--- src/rtl/iter_divider.sv ---
// iter_divider: multicycle radix-2 restoring integer divider, one quotient bit
// per cycle, operating on operand magnitudes with sign correction at the end.
// Divide-by-zero and signed overflow follow RISC-V conventions and complete
// without iterating.
//
// Parameters:
//   WIDTH        operand/result width (>= 4)
// Ports:
//   clk, rst     clock (rising edge), asynchronous active-high reset
//   flush        synchronous cancel of any accepted or pending operation
//   in_valid/in_ready    operand handshake (in_ready high only when idle)
//   is_signed    1 = two's-complement operands, 0 = unsigned
//   dividend, divisor    operands
//   out_valid/out_ready  result handshake (result held until out_ready)
//   quotient, remainder  results (truncating division, remainder has
//                        the dividend's sign)
//   div_by_zero  divisor was zero, qualified by out_valid
//
// Build option:
//   DIV_EARLY_OUT_EN  when defined, the iteration count is reduced to the
//                     significant length of |dividend| (minimum 1).

module iter_divider #(
  parameter int WIDTH = 32
) (
  input  logic             clk,
  input  logic             rst,
  input  logic             flush,
  input  logic             in_valid,
  output logic             in_ready,
  input  logic             is_signed,
  input  logic [WIDTH-1:0] dividend,
  input  logic [WIDTH-1:0] divisor,
  output logic             out_valid,
  input  logic             out_ready,
  output logic [WIDTH-1:0] quotient,
  output logic [WIDTH-1:0] remainder,
  output logic             div_by_zero
);

  localparam int CW = $clog2(WIDTH + 1);

  localparam logic [1:0] IDLE = 2'd0;
  localparam logic [1:0] CALC = 2'd1;
  localparam logic [1:0] DONE = 2'd2;

  logic [1:0]       state;
  logic             neg_q;
  logic             neg_r;
  logic [WIDTH-1:0] dvs_mag;
  // Partial remainder is always below |divisor|, so only WIDTH bits need
  // storing; the WIDTH+1-bit value exists only as the shifted trial operand.
  logic [WIDTH-1:0] prem;
  // Dividend bits shift out of the top while quotient bits shift in below.
  logic [WIDTH-1:0] q_sh;
  logic [CW-1:0]    cnt;

  assign in_ready  = (state == IDLE);
  assign out_valid = (state == DONE);

  // Operand decode at the accept edge
  logic             dvd_neg;
  logic             dvs_neg;
  logic [WIDTH-1:0] dvd_mag;
  logic [WIDTH-1:0] dvs_mag_in;
  logic             is_zero;
  logic             is_ovf;
  logic [WIDTH-1:0] q_init;
  logic [CW-1:0]    cnt_init;

  assign dvd_neg    = is_signed & dividend[WIDTH-1];
  assign dvs_neg    = is_signed & divisor[WIDTH-1];
  assign dvd_mag    = dvd_neg ? ('0 - dividend) : dividend;
  assign dvs_mag_in = dvs_neg ? ('0 - divisor)  : divisor;
  assign is_zero    = (divisor == '0);
  assign is_ovf     = is_signed && (dividend == {1'b1, {(WIDTH-1){1'b0}}})
                      && (divisor == '1);

`ifdef DIV_EARLY_OUT_EN
  function automatic logic [CW-1:0] clz(input logic [WIDTH-1:0] v);
    logic [CW-1:0] n;
    n = CW'(WIDTH);
    // Ascending scan: the highest set bit is the last to overwrite n.
    for (int unsigned i = 0; i < WIDTH; i++) begin
      if (v[i]) n = CW'(WIDTH - 1 - i);
    end
    return n;
  endfunction

  logic [CW-1:0] lz;
  assign lz       = clz(dvd_mag);
  // A zero dividend still runs one iteration; the shift leaves q_sh all zero.
  assign cnt_init = (lz == CW'(WIDTH)) ? CW'(1) : (CW'(WIDTH) - lz);
  assign q_init   = dvd_mag << lz;
`else
  assign cnt_init = CW'(WIDTH);
  assign q_init   = dvd_mag;
`endif

  // One restoring step
  logic [WIDTH:0]   rem_sh;
  logic [WIDTH:0]   diff;
  logic             fits;
  logic [WIDTH-1:0] q_next;
  logic [WIDTH-1:0] r_next;
  logic [WIDTH-1:0] q_fin;
  logic [WIDTH-1:0] r_fin;

  always_comb begin
    rem_sh = {prem, q_sh[WIDTH-1]};
    diff   = rem_sh - {1'b0, dvs_mag};
    fits   = ~diff[WIDTH];
    q_next = {q_sh[WIDTH-2:0], fits};
    r_next = fits ? diff[WIDTH-1:0] : rem_sh[WIDTH-1:0];
    q_fin  = neg_q ? ('0 - q_next) : q_next;
    r_fin  = neg_r ? ('0 - r_next) : r_next;
  end

  always_ff @(posedge clk or posedge rst) begin
    if (rst) begin
      state       <= IDLE;
      neg_q       <= 1'b0;
      neg_r       <= 1'b0;
      dvs_mag     <= '0;
      prem        <= '0;
      q_sh        <= '0;
      cnt         <= '0;
      quotient    <= '0;
      remainder   <= '0;
      div_by_zero <= 1'b0;
    end else if (flush) begin
      state <= IDLE;
    end else begin
      case (state)
        IDLE: begin
          if (in_valid) begin
            if (is_zero) begin
              quotient    <= '1;
              remainder   <= dividend;
              div_by_zero <= 1'b1;
              state       <= DONE;
            end else if (is_ovf) begin
              quotient    <= dividend;
              remainder   <= '0;
              div_by_zero <= 1'b0;
              state       <= DONE;
            end else begin
              neg_q   <= dvd_neg ^ dvs_neg;
              neg_r   <= dvd_neg;
              dvs_mag <= dvs_mag_in;
              prem    <= '0;
              q_sh    <= q_init;
              cnt     <= cnt_init;
              state   <= CALC;
            end
          end
        end
        CALC: begin
          q_sh <= q_next;
          prem <= r_next;
          // The final iteration writes the sign-corrected result directly.
          if (cnt == CW'(1)) begin
            quotient    <= q_fin;
            remainder   <= r_fin;
            div_by_zero <= 1'b0;
            state       <= DONE;
          end else begin
            cnt <= cnt - CW'(1);
          end
        end
        DONE: begin
          if (out_ready) state <= IDLE;
        end
        default: state <= IDLE;
      endcase
    end
  end

endmodule

--- config.mk ---
export PLATFORM = sky130hd
export DESIGN_NAME = iter_divider
export DESIGN_NICKNAME = d
export VERILOG_FILES = /design/src/rtl/iter_divider.sv
export SDC_FILE = /design/constraint.sdc
export NUM_CORES = 1
export LEC_CHECK = 0
export BUFFER_PORTS_ARGS = -buffer_cell sky130_fd_sc_hd__buf_2
export CORE_MARGIN = 3
export CORE_UTILIZATION = 60
export CTS_CLUSTER_DIAMETER = 50
export DETAILED_ROUTE_END_ITERATION = 10
export PLACE_DENSITY = 0.81
export SETUP_SLACK_MARGIN = 0.02
export SLEW_MARGIN = 20
export SYNTH_ARGS = -nofsm -noshare
export SYNTH_HDL_FRONTEND = slang
export SYNTH_SLANG_ARGS = --single-unit
--- constraint.sdc ---
create_clock -name clk -period 5.9 [get_ports clk]
set_clock_uncertainty 0.2 [all_clocks]
set_input_delay 0.59 -clock clk [delete_from_list [all_inputs] [get_ports clk]]
set_output_delay 0.59 -clock clk [all_outputs]
set_load 0.005 [all_outputs]
### Word level (Yosys, flattened, before mapping)

Index checks and enable logic that the tools add are counted.
W data, S select, Z words.

* add/subtract/negate cells: 6
* div/mod/pow operators: 0
* $mul: 0
* muxes and demuxes: 40
* bitwise logic cells: 7
* eq/ne operators: 14
* $lt $le $gt $ge: 0
* shifts and indexed selects: 0
* reductions and logical operators: 10

Operators with widths (number)
* $mux W32: 19
* $pmux W32 S2: 4
* $sub A1 B32 Y32 const A: 4
* $eq A32 B32 Y1 const B: 2
* $sub A33 B32 Y33: 1
* $logic_not A32 Y1: 1
* $mux W6: 4
* $reduce_and A5 Y1: 3
* $mux W2: 6
* $pmux W6 S2: 1
* $ne A2 B2 Y1 const B: 5
* $eq A6 B1 Y1 const B: 1
* $ne A3 B3 Y1 const B: 2
* $pmux W2 S3: 1
* $reduce_and A6 Y1: 1
* $sub A6 B1 Y6 const B: 1
* $mux W1: 4
* $not A1 Y1: 4
* $ne A3 B1 Y1 const B: 1
* $ne A3 B2 Y1 const B: 1
* $reduce_and A3 Y1: 1
* $and A1 B1 Y1: 2
* $eq A2 B1 Y1 const B: 1
* $eq A2 B2 Y1 const B: 1
* 5 further kinds: 6

* input bits: 70
* logic and storage cells: 87
* memory bits (writable): 0
* register bits: 171
* memories: 0
* bits in read-only memories: 0
* output and inout port bits: 67
* latch bits: 0

### Depth between registers and ports, before layout

* depth in word-level cells: 8
* depth in mapped cells: 23
* depth with buffers taken out: 21

### Worst setup path after synthesis

OpenSTA, ideal clock, no wires.

* kind: reg-to-reg
* start: reg q_sh[31]
* end: reg quotient[26]
* stages on the path, launching flop included: 22
* path slack: 1016 ps
* arrival: 4601 ps
* setup time: 83 ps
* path through: dfrtp_1 > inv_1 > ha_1 > fa_1 > nor2b_2 > o221a_2 > o22a_1 > a21o_1 > a21oi_4 > xnor2_4 > bufinv_8 > buf_2 > buf_1 > buf_1 > ha_1 > nand4_1 > or3_1 > or2_2 > o31ai_1 > xnor2_1 > o22ai_1 > o21ai_0

* cells in the longest elaborated chain, start to end: 6

Ends and longest elaborated chain
* from (decl): RTL line 55 `logic [WIDTH-1:0] q_sh;`
* from (signal assigned): RTL line 152 `q_sh <= q_init;`
* from (signal assigned): RTL line 159 `q_sh <= q_next;`
* $sub A33 B32 Y33: RTL line 111 `diff = rem_sh - {1'b0, dvs_mag};`
* $not A1 Y1: RTL line 112 `fits = ~diff[WIDTH];`
* $sub A1 B32 Y32: RTL line 115 `q_fin = neg_q ? ('0 - q_next) : q_next;`
* $mux W32: RTL line 115
* $mux W32: RTL line 162 `if (cnt == CW'(1)) begin`
* $pmux W32 S2: RTL line 134 `case (state)`
* to (signal assigned): RTL line 143 `quotient <= dividend;`
* to (signal assigned): RTL line 163 `quotient <= q_fin;`
* to (decl): RTL line 36 `output logic [WIDTH-1:0] quotient,`

Every way passes these cells. The select of a mux whose other input is x is not followed.
A chain may end at the register's enable or synchronous reset.

### Worst setup path in the final report

* start: reg prem[18]
* end: reg remainder[24]

* cells in the longest elaborated chain, start to end: 6

Ends and longest elaborated chain
* from (decl): RTL line 53 `logic [WIDTH-1:0] prem;`
* from (signal assigned): RTL line 160 `prem <= r_next;`
* $sub A33 B32 Y33: RTL line 111
* $mux W32 (*): RTL line 114 `r_next = fits ? diff[WIDTH-1:0] : rem_sh[WIDTH-1:0];`
* $sub A1 B32 Y32: RTL line 116 `r_fin = neg_r ? ('0 - r_next) : r_next;`
* $mux W32 (*): RTL line 116
* $mux W32 (*): RTL line 162
* $pmux W32 S2 (*): RTL line 134
* to (signal assigned): RTL line 139 `remainder <= dividend;`
* to (signal assigned): RTL line 164 `remainder <= r_fin;`
* to (decl): RTL line 37 `output logic [WIDTH-1:0] remainder,`

Mark *: on every way between the ends. The rest lies on a longest branch, timed or not. The select of a mux whose other input is x is not followed.

==> results.toml <==
[pwr]
internal-power_mw = 2.59
total_power_mw = 4.23
switching_share_pct = 38.8
peakVddDrop_uv = 159
p_leak_nw = 6.38
p_switching_mw = 1.64
p_comb_share_pct = 35.9
pwr-share-clk_pct = 26.5
power_density_nw_per_um2 = 299
seqPwrFrac_pct = 37.6

[logic_synthesis]
ys_ff_latch = 171
synth_compound_area_share_pct = 25.1
synth_area_per_cell_um2 = 8.20
synthCells = 1550
ys_warn_count = 0
yosys-top-cells-area = "dfrtp_1 (34%), o21ai_0 (5.9%), nand2_1 (5.8%)"
synth_nets = 1660
netlist_area_um2 = 12700
ys.flop_type = "dfrtp_1"
yosys-mux-area-fraction_pct = 2.07
synth_seq_area_share_pct = 33.7
synth_xor_area_share_pct = 10.1
postSynth.asyncResetShare_pct = 100
synth_edf_count = 0
yosys.area_share.simple_pct = 20.3
ys_types = 92
yosys.area_share.adder_pct = 4.00
synth_top_family_by_area = "compound AO/OA/AOI/OAI gates"
synth.top_cell.area_share_pct = 33.7
synth_area_leader_cell = "dfrtp_1"

[clock_network]
cts_buffers = 17
hold_buffers = 0
clkLatencyLatePin_ns = 0.43
path_clk_slew_ns = 0.07
cts_resized = 0
clockBufferDepth = 2
cts-root-buf = "clkbuf_16"
cts_tree = "yes"
post_cts_buffers = 0
h-tree-depth = 4
cts_num_sinks = 171

[worst_setup_path]
rr_endpoint = "remainder[24]"
cp_max_fo = 14
crit_path_top_delay_cell = "o31ai_1"
critPathKind = "flip-flop to flip-flop"
critPathLaunchType = "flip-flop"
cp_top_family = "compound AO/OA/AOI/OAI gates"
crit_path_end_kind = "flip-flop"
timing.reg2reg.setup_slack_ns = 0.69
endpoint = "remainder[24]"
worst_r2r_path_depth = 18
path_buf_inv = 1
cp.required_ns = 6.05
timing.rr.start = "prem[18]"
crit_path_cell_trace = "ha_1, a21oi_1, o21ai_2, a2111oi_0, o31ai_1, a21oi_4, xnor2_4, bufinv_8, a21oi_1, ha_1, nand2_1, or3_1, nor3_1, mux2i_1, o31ai_1, o211ai_1, xor2_1, o21ai_1"
crit_arrival_ns = 5.36
cpPeakStageDelay_ns = 0.60
cp-startpoint = "prem[18]"
critical_path_depth = 18

[placement]
dpl_worst_slack_ns = 0.741
place_hpwl_mm = 28.9
place_inst = 1893
place_congestion = 0.950
portBuffers = 136

[timing]
drv_slew = 0
grt_setup_unrepaired = "no"
fin_ws_ns = 0.687
tightest_slew_ns = 1.02
maxSlewHeadroom_pct = 31.5
max_freq_mhz = 192
tns_ns = 0
hold_viol = 0
period_needed_ns = 5.21
fin_crit_sh_pct = 88.4
setup_violations = 0

[die]
initial_core_util_pct = 62.0
core-area_um2 = 20500
num_io_pins = 137
die_h_um = 152
dieArea_um2 = 23000
die_w_um = 152
rows = 52

[layout]
drive_gt1_share_pct = 14.2
final_cell_mix = "nand2_1 (194), dfrtp_1 (171), o21ai_0 (150)"
syn2layout_area_growth_pct = 11.2
final_common_cell = "nand2_1"
layout.cells.non_filler = 1926
final_util_pct = 68.9
nets = 1752
fillers = 1724

[routing]
first_pass_iters = 6
drc = 0
vias = 12100
drt-initial-drc-count = 1029
wirelength_mm = 37.5
ant_nets = 0
wl_per_cell_um = 19.5
vias_per_cell = 6.29

[global_routing]
grt_pass1_vias = 11100
grt_pass1_wl_mm = 58.9
grt_start_max_net_pins = 98
antenna_found_initial = 0
grt.overflow.total = 0
track_usage_pct = 32.5

[worst_hold_path]
hold_class = "input pin to async pin"

[run_status]
outcome = "complete, no violations"

[job]
max_cap_violations = 0
how the worst min path moves through the flow:
stage | start | end | slack (ns) | cells after the start
floorplan | dvs_mag[0] | dvs_mag[0] | 0.26 | 2
global placement | quotient[13] | quotient[13] | 0.25 | 2
detailed placement | quotient[16] | quotient[16] | 0.27 | 2
CTS | rst | quotient[1] | 0.18 | 2
global route | rst | quotient[1] | 0.22 | 2
finish | rst | remainder[0] | 0.14 | 2
registers in the layout, indices dropped and copies added (netlist names):
signal and flops:
cnt 6, div_by_zero 1, dvs_mag 32, neg_q 1
neg_r 1, prem 32, q_sh 32, quotient 32
remainder 32, state 2
layer usage:
layer  global-route usage, %  vias to the layer above  share of wire [%]
met1                    43.8                     5722                 43
met5                       0                        -                  0
met2                    54.9                      501                 48
li1                        -                     5831                  -
met4                    9.61                        0                2.3
met3                    4.13                       69                7.1
power by group through the flow:
stage                     clock, mW  sequential [mW]  combinational, mW
after CTS                      1.13             1.59               1.50
after global routing           1.18             1.62               1.69
after global placement            0             1.60               1.47
final                          1.12             1.59               1.52
after detailed placement          0             1.61               1.50
after floorplan                   0             1.57               1.06
logic make-up after synthesis:
logic type | after synthesis
AND/OR/NAND/NOR | 536
AO/OA/AOI/OAI | 487
flip-flops | 171
buffers and inverters | 146
XOR/XNOR | 144
adder cells (fa/ha/maj) | 40
multiplexers | 26
final cells by class:
class | count | area [um^2] | area share [%]
flip-flops and latches | 171 | 4280 | 30.3
diodes | 1 | 2.50 | 0.0177
well taps | 270 | 338 | 2.39
multi-input cells | 1233 | 7840 | 55.5
clock inverters | 14 | 150 | 1.06
repair buffers | 157 | 838 | 5.94
inverters | 62 | 251 | 1.78
clock buffers | 18 | 429 | 3.04
synth_stat cells, drive strengths merged (24+ instances only):
library cell / instances
nand2: 196
dfrtp: 171
o21ai: 171
nor2: 109
a21oi: 95
xnor2: 82
clkbuf: 63
nor3: 62
xor2: 62
inv: 61
ha: 39
a22oi: 32
a221o: 28
nand3: 27
mux2i: 24
nor4: 24
o31ai: 24
metrics by stage:
stage          area, um^2  hold slack, ns
2_1_floorplan       12700           0.256
3_3_place_gp        13500           0.247
3_5_place_dp        13500           0.265
4_1_cts             14100           0.178
5_1_grt             14100           0.224
6_report            14100           0.136
Power figures use the tool's default switching activity.
